## src/rtl/ram_dump_tx.sv

```systemverilog
// ram_dump_tx: on a trigger, reads the whole RAM through a synchronous read port
// and streams it out as UART 8N1 frames: header, RAM bytes in address order, checksum.
`default_nettype none

module ram_dump_tx #(
    parameter int         CLKS_PER_BIT = 104,
    parameter int         ADDR_WIDTH   = 4,
    parameter logic [7:0] HEADER_BYTE  = 8'hA5
) (
    input  logic                  clk,
    input  logic                  reset,
    input  logic                  start,
    output logic [ADDR_WIDTH-1:0] mem_addr,
    output logic                  mem_rd_en,
    input  logic [7:0]            mem_data,
    output logic                  tx,
    output logic                  busy,
    output logic                  done
);

    localparam int            CW         = $clog2(CLKS_PER_BIT);
    localparam logic [CW-1:0] C_CNT_MAX  = CW'(CLKS_PER_BIT - 1);
    localparam logic [3:0]    C_STOP_BIT = 4'd9;

    typedef enum logic [2:0] {
        S_IDLE     = 3'd0,
        S_HEADER   = 3'd1,
        S_DATA     = 3'd2,
        S_CHECKSUM = 3'd3,
        S_FINISH   = 3'd4
    } state_t;

    state_t                r_state;
    state_t                w_next;
    logic [CW-1:0]         r_clk_cnt;
    logic [3:0]            r_bit_idx;
    logic [7:0]            r_shift;
    logic [7:0]            r_hold;
    logic [7:0]            r_chk;
    logic [ADDR_WIDTH-1:0] r_addr;
    logic                  r_armed;
    logic                  r_rd_d;
    logic                  r_last_read;
    logic                  r_final_byte;

    logic w_framing;
    logic w_bit_end;
    logic w_frame_end;
    logic w_accept;
    logic w_rd_en;

    assign w_framing   = (r_state == S_HEADER) || (r_state == S_DATA) || (r_state == S_CHECKSUM);
    assign w_bit_end   = w_framing && (r_clk_cnt == C_CNT_MAX);
    assign w_frame_end = w_bit_end && (r_bit_idx == C_STOP_BIT);
    assign w_accept    = (r_state == S_IDLE) && start && r_armed;
    // Prefetch the next data byte during the first cycle of each start bit.
    assign w_rd_en     = (r_clk_cnt == '0) && (r_bit_idx == 4'd0) &&
                         ((r_state == S_HEADER) || ((r_state == S_DATA) && !r_last_read));
    assign mem_addr    = r_addr;

    always_ff @(posedge clk or posedge reset) begin
        if (reset) begin
            r_state <= S_IDLE;
        end else begin
            r_state <= w_next;
        end
    end

    always_comb begin
        w_next    = r_state;
        tx        = 1'b1;
        busy      = w_framing;
        done      = 1'b0;
        mem_rd_en = w_rd_en;
        if (w_framing) begin
            if (r_bit_idx == 4'd0) begin
                tx = 1'b0;
            end else if (r_bit_idx != C_STOP_BIT) begin
                tx = r_shift[0];
            end
        end
        case (r_state)
            S_IDLE:     if (w_accept) w_next = S_HEADER;
            S_HEADER:   if (w_frame_end) w_next = S_DATA;
            S_DATA:     if (w_frame_end && r_final_byte) w_next = S_CHECKSUM;
            S_CHECKSUM: if (w_frame_end) w_next = S_FINISH;
            S_FINISH: begin
                done   = 1'b1;
                w_next = S_IDLE;
            end
            default:    w_next = S_IDLE;
        endcase
    end

    always_ff @(posedge clk or posedge reset) begin
        if (reset) begin
            r_clk_cnt    <= '0;
            r_bit_idx    <= 4'd0;
            r_shift      <= 8'd0;
            r_hold       <= 8'd0;
            r_chk        <= 8'd0;
            r_addr       <= '0;
            r_armed      <= 1'b1;
            r_rd_d       <= 1'b0;
            r_last_read  <= 1'b0;
            r_final_byte <= 1'b0;
        end else begin
            r_rd_d <= w_rd_en;
            if ((r_state == S_IDLE) && !start) begin
                r_armed <= 1'b1;
            end
            if (w_accept) begin
                r_armed      <= 1'b0;
                r_shift      <= HEADER_BYTE;
                r_chk        <= 8'd0;
                r_addr       <= '0;
                r_last_read  <= 1'b0;
                r_final_byte <= 1'b0;
                r_clk_cnt    <= '0;
                r_bit_idx    <= 4'd0;
            end
            if (w_rd_en) begin
                r_addr <= r_addr + ADDR_WIDTH'(1);
                if (r_addr == '1) begin
                    r_last_read <= 1'b1;
                end
            end
            if (r_rd_d) begin
                r_hold <= mem_data;
                r_chk  <= r_chk + mem_data;
            end
            if (w_framing) begin
                if (w_bit_end) begin
                    r_clk_cnt <= '0;
                    if (w_frame_end) begin
                        r_bit_idx <= 4'd0;
                        // The byte loaded after the wrap read is the last data byte.
                        if ((r_state == S_HEADER) || ((r_state == S_DATA) && !r_final_byte)) begin
                            r_shift      <= r_hold;
                            r_final_byte <= r_last_read;
                        end else if (r_state == S_DATA) begin
                            r_shift <= r_chk;
                        end
                    end else begin
                        r_bit_idx <= r_bit_idx + 4'd1;
                        if (r_bit_idx != 4'd0) begin
                            r_shift <= r_shift >> 1;
                        end
                    end
                end else begin
                    r_clk_cnt <= r_clk_cnt + CW'(1);
                end
            end
        end
    end

endmodule

`default_nettype wire

```

## config.mk

```make
export PLATFORM = sky130hd
export DESIGN_NAME = ram_dump_tx
export DESIGN_NICKNAME = d
export VERILOG_FILES = /design/src/rtl/ram_dump_tx.sv
export SDC_FILE = /design/constraint.sdc
export NUM_CORES = 1
export LEC_CHECK = 0
export ABC_AREA = 1
export CAP_MARGIN = 20
export CORE_MARGIN = 2
export CORE_UTILIZATION = 45
export CTS_CLUSTER_SIZE = 24
export DETAILED_ROUTE_END_ITERATION = 12
export REMOVE_ABC_BUFFERS = 1
export SLEW_MARGIN = 20
export SYNTH_ARGS = -nofsm -noshare
export SYNTH_HDL_FRONTEND = slang
export SYNTH_SLANG_ARGS = --single-unit
```

## constraint.sdc

```tcl
create_clock -name clk -period 3.8 [get_ports clk]
set_input_delay 0.76 -clock clk [delete_from_list [all_inputs] [get_ports clk]]
set_output_delay 0.76 -clock clk [all_outputs]
set_load 0.005 [all_outputs]
```

-- Yosys cells after proc, flatten, opt, wreduce, memory -nomap -nowiden
Cells that the tools add are included.
- RAM bits: 0
- input bits: 11
- latch bits: 0
- memories: 0
- memory bits (read-only): 0
- flip-flop bits (word level): 46
- output and inout port bits: 8
- shift-type cells: 0
- bitwise gates (word level): 0
- equality and inequality tests: 12
- mux-type cells: 37
- magnitude comparators: 0
- div/mod/pow operators: 0
- reductions and logical operators: 26
- add/sub/neg operators: 4
- multiply operators: 0
- operators with widths (kind ; count):
    $mux W8 ; 9
    $mux W4 ; 6
    $mux W7 ; 3
    $mux W1 ; 14
    $mux W3 ; 4
    $pmux W3 S4 ; 1
    $logic_and A1 B1 Y1 ; 10
    $add A4 B1 Y4 const B ; 2
    $add A8 B8 Y8 ; 1
    $eq A4 B4 Y1 const B ; 2
    $reduce_bool A2 Y1 ; 4
    $add A7 B1 Y7 const B ; 1
    $eq A7 B7 Y1 const B ; 1
    $logic_not A7 Y1 ; 1
    $eq A3 B2 Y1 const B ; 2
    $ne A2 B2 Y1 const B ; 3
    $logic_not A4 Y1 ; 1
    $logic_or A1 B1 Y1 ; 4
    $ne A4 B4 Y1 const B ; 1
    $reduce_and A4 Y1 ; 1
    $reduce_bool A4 Y1 ; 1
    $eq A3 B1 Y1 const B ; 1
    $eq A3 B3 Y1 const B ; 1
    $logic_not A1 Y1 ; 3
    other kinds (2) ; 2

-- Longest topological paths before layout
- depth after elaboration: 9
- gate-level depth with buffers: 10
- mapped depth without buffers: 10

-- Worst setup path after synthesis
OpenSTA, ideal clock, no wires.
- path kind: register -> output
- start: reg r_bit_idx[0]
- end: out mem_rd_en
- slack: 1.730 ns
- cell stages (with the launch flop): 7
- arrival: 1.310 ns
- data required time: 3.040 ns
- path through: dfrtp_1 > inv_1 > ha_1 > nand3_1 > inv_1 > nand3_1 > inv_2
- longest elaborated chain between the ends: 3
- RTL lines (element ; RTL line ; source):
    start: declaration ; 36 ; logic [3:0] r_bit_idx;
    start signal: assignment ; 145 ; r_bit_idx <= r_bit_idx + 4'd1;
    $logic_not A4 Y1 ; 57 ; assign w_rd_en = (r_clk_cnt == '0) && (r_bit_idx == 4'd0) &&
    $logic_and A1 B1 Y1 (2 in series) ; 57 ;
    end: declaration ; 14 ; output logic mem_rd_en,
Every way passes these cells.

-- Worst setup path in the final report
Ends and elaborated chain as after synthesis.

==> metrics.cfg <==
[routing]
drt-wirelength-per-cell_um=12.8
drt-total-wl_um=5990
ant_nets=0
drc=0
avgViaCountPerCell=5.14
drt_iter0_drc=141
dr.pass1.iters=4
vias=2407

[synthesis]
synth_largest_area_cell=dfrtp_1
synth_cells=371
synth.most_common_cell=nand2_1
syn_area_um2=2790
synthTopCellsByCount=nand2_1, dfrtp_1, nand3_1
synth_area_leaders=dfrtp_1, nand2_1, nand3_1, ha_1, inv_1
yosys_register_bits=46
synth_ff_type=dfrtp_1
syn_avg_cell_area_um2=7.51
async_flop_share_pct=100
synthDistinctLibCells=34
yosysSeqAreaShare_pct=41.4
ys_warn_count=0
synth-edff-count=0
synth.top_cell.area_share_pct=40.4

[timing]
fin_crit_sh_pct=84.6
fin_crit_ns=3.22
fin_tns_setup_ns=0
finalWorstSetupSlack_ns=0.584
rsz0062_at_grt=false
report.final.setup_viol=0
relSlewSlack_pct=66.5
hold_violations=0
clock.fmax_ghz=0.311
fin_worst_skew_ns=0.00584
slew_violations=0
worst_pin_slew_ns=0.502
timing.hold.ws_ns=0.481

[grt]
grt_max_degree=47
antenna_found_initial=0
grt_usage_pct=20.3
grt.overflow.total=0
grt_pass1_vias=2363
grt_pass1_wl_um=10600

[cells_and_area]
layoutNonFillerInstCount=468
ff_latch_area_um2=1150
nNetsFinal=417
post-route-util_pct=53.2
drive_above_1_share_pct=6.36
area_growth_pct=13.7
n_fill_cell=624
multi_input_area_um2=1450
num_antenna_cells=0

[power_and_ir_drop]
swShare_pct=21.9
p_per_area_nw_per_um2=285
ir_drop_mv=0.208
combPwrFrac_pct=5.1
pwr-share-seq_pct=54.6
p_switching_mw=0.198
clock_power_share_pct=40.3
leakagePower_nw=1.63
p_int_mw=0.705

[placement]
port_buffers=18
hpwl_um=4370
post-place-ws_ns=0.917
gp_congestion=0.800
placed_cells=459

[clocking]
cts-buffers-inserted=5
cts_tree=built
ctsResizeCount=0
clock_latency_ns=0.30
post_cts_buffers=0
cts-root-buf=clkbuf_8
clk_pin_slew_ns=0.08
htreeDepth=2
clock-sinks=46
holdBufCountCts=0
clk_path_buf_depth=2

[critical_path]
arrival_ns=2.46
crit_path_top_delay_cell=clkdlybuf4s50_1
cp_cell_sequence=inv_1, ha_1, nand3_1, inv_1, nand3_1, inv_2, clkdlybuf4s50_1
r2r_start=r_clk_cnt[1]
crit_start=r_bit_idx[0]
crit_path_end=mem_rd_en
criticalPathCategory=flip-flop to output pin
required_ns=3.04
max_stage_delay_ns=0.52
r2r_slack_ns=1.93
cp-start-kind=flip-flop
path_max_fanout=9
r2r_end=r_state[1]
r2r_cells=10
setup.worst_path.end_class=output pin

[die]
core_area_um2=5960
die_x_um=82.7
rows=28
num_io_pins=19
dieArea_um2=6840
die_y_um=82.7
start_util_pct=46.8

[min_path]
hp-class=flip-flop to flip-flop
hp-start=r_hold[1]

[outcome]
status=finished clean

[job]
maxCapViolations=0

## cell usage in the layout (no fill, tap or decap), drive strengths merged, types with 3 or more instances in the layout
master	Yosys	final
a21oi	10	10
ha	13	13
nand3	43	43
nand2	127	127
clkbuf	2	5
dfrtp	45	45
nor2	31	31
inv	40	40
nand4	8	8
xor2	8	8
buf	5	3
o22ai	5	5
clkdlybuf4s50	0	18
o21ai	18	18
## logic make-up (layout without fill, tap and decap cells)
family                   count (synthesis)  count (layout)  share of synthesized area, %
AND/OR/NAND/NOR                        212             212                          33.6
buffers and inverters                   47              69                          6.74
flip-flops                              46              46                          41.4
AO/OA/AOI/OAI                           42              42                          8.62
adder cells (fa/ha/maj)                 14              14                          6.56
XOR/XNOR                                10              10                          3.14
## worst max-delay path, delay by kind of cell, from the launching register on
kind / cells / cell delay, ns
DFF: 1 / 0.44
buffers and inverters: 4 / 1.06
adders and majority gates: 1 / 0.14
and+or+nand+nor: 2 / 0.52
## per-layer routing
| metal | vias to the layer above | global-route usage, % | part of all wire (%) |
|---|---|---|---|
| li1 | 1242 | - | - |
| met1 | 1125 | 27.1 | 49 |
| met2 | 34 | 33.6 | 47 |
| met3 | 6 | 3.59 | 3.0 |
| met4 | 0 | 5.90 | 1.3 |
| met5 | - | 0 | 0 |
## power by group through the flow
stage                     combinational (mW)  sequential, mW  clock [mW]
after CTS                             0.0447           0.493       0.375
after global routing                  0.0533           0.493       0.392
final                                 0.0462           0.493       0.363
after floorplan                       0.0249           0.502           0
after global placement                0.0438           0.502           0
after detailed placement              0.0444           0.502           0
## registers in the layout, indices dropped and copies added (netlist names), 3 cells and up
signal / count
r_chk: 8
r_bit_idx: 4
r_state: 3
r_clk_cnt: 7
r_hold: 8
mem_addr: 4
r_shift: 8
## per-stage QoR
| step | power [mW] | area (um^2) |
|---|---|---|
| 5_1_grt | 0.938 | 3170 |
| 4_1_cts | 0.913 | 3150 |
| 2_1_floorplan | 0.527 | 2750 |
| 3_5_place_dp | 0.547 | 3040 |
| 3_3_place_gp | 0.546 | 3040 |
| 6_report | 0.902 | 3170 |
## layout make-up
cell class	count	area share, %
multi-input cells	278	45.7
flip-flops and latches	46	36.4
repair buffers	21	6.80
inverters	40	4.74
well taps	75	2.96
clock buffers	5	2.17
clock inverters	3	1.26
## how the worst min path moves through the flow
stage                end  slack [ns]  cells past startpoint
6_report       r_hold[1]        0.48                      2
2_1_floorplan  r_hold[0]        0.44                      2
3_5_place_dp   r_hold[4]        0.46                      2
3_3_place_gp   r_hold[4]        0.46                      2
5_1_grt        r_hold[4]        0.52                      2
4_1_cts        r_hold[4]        0.48                      2
(Power assumes the default switching activity.)
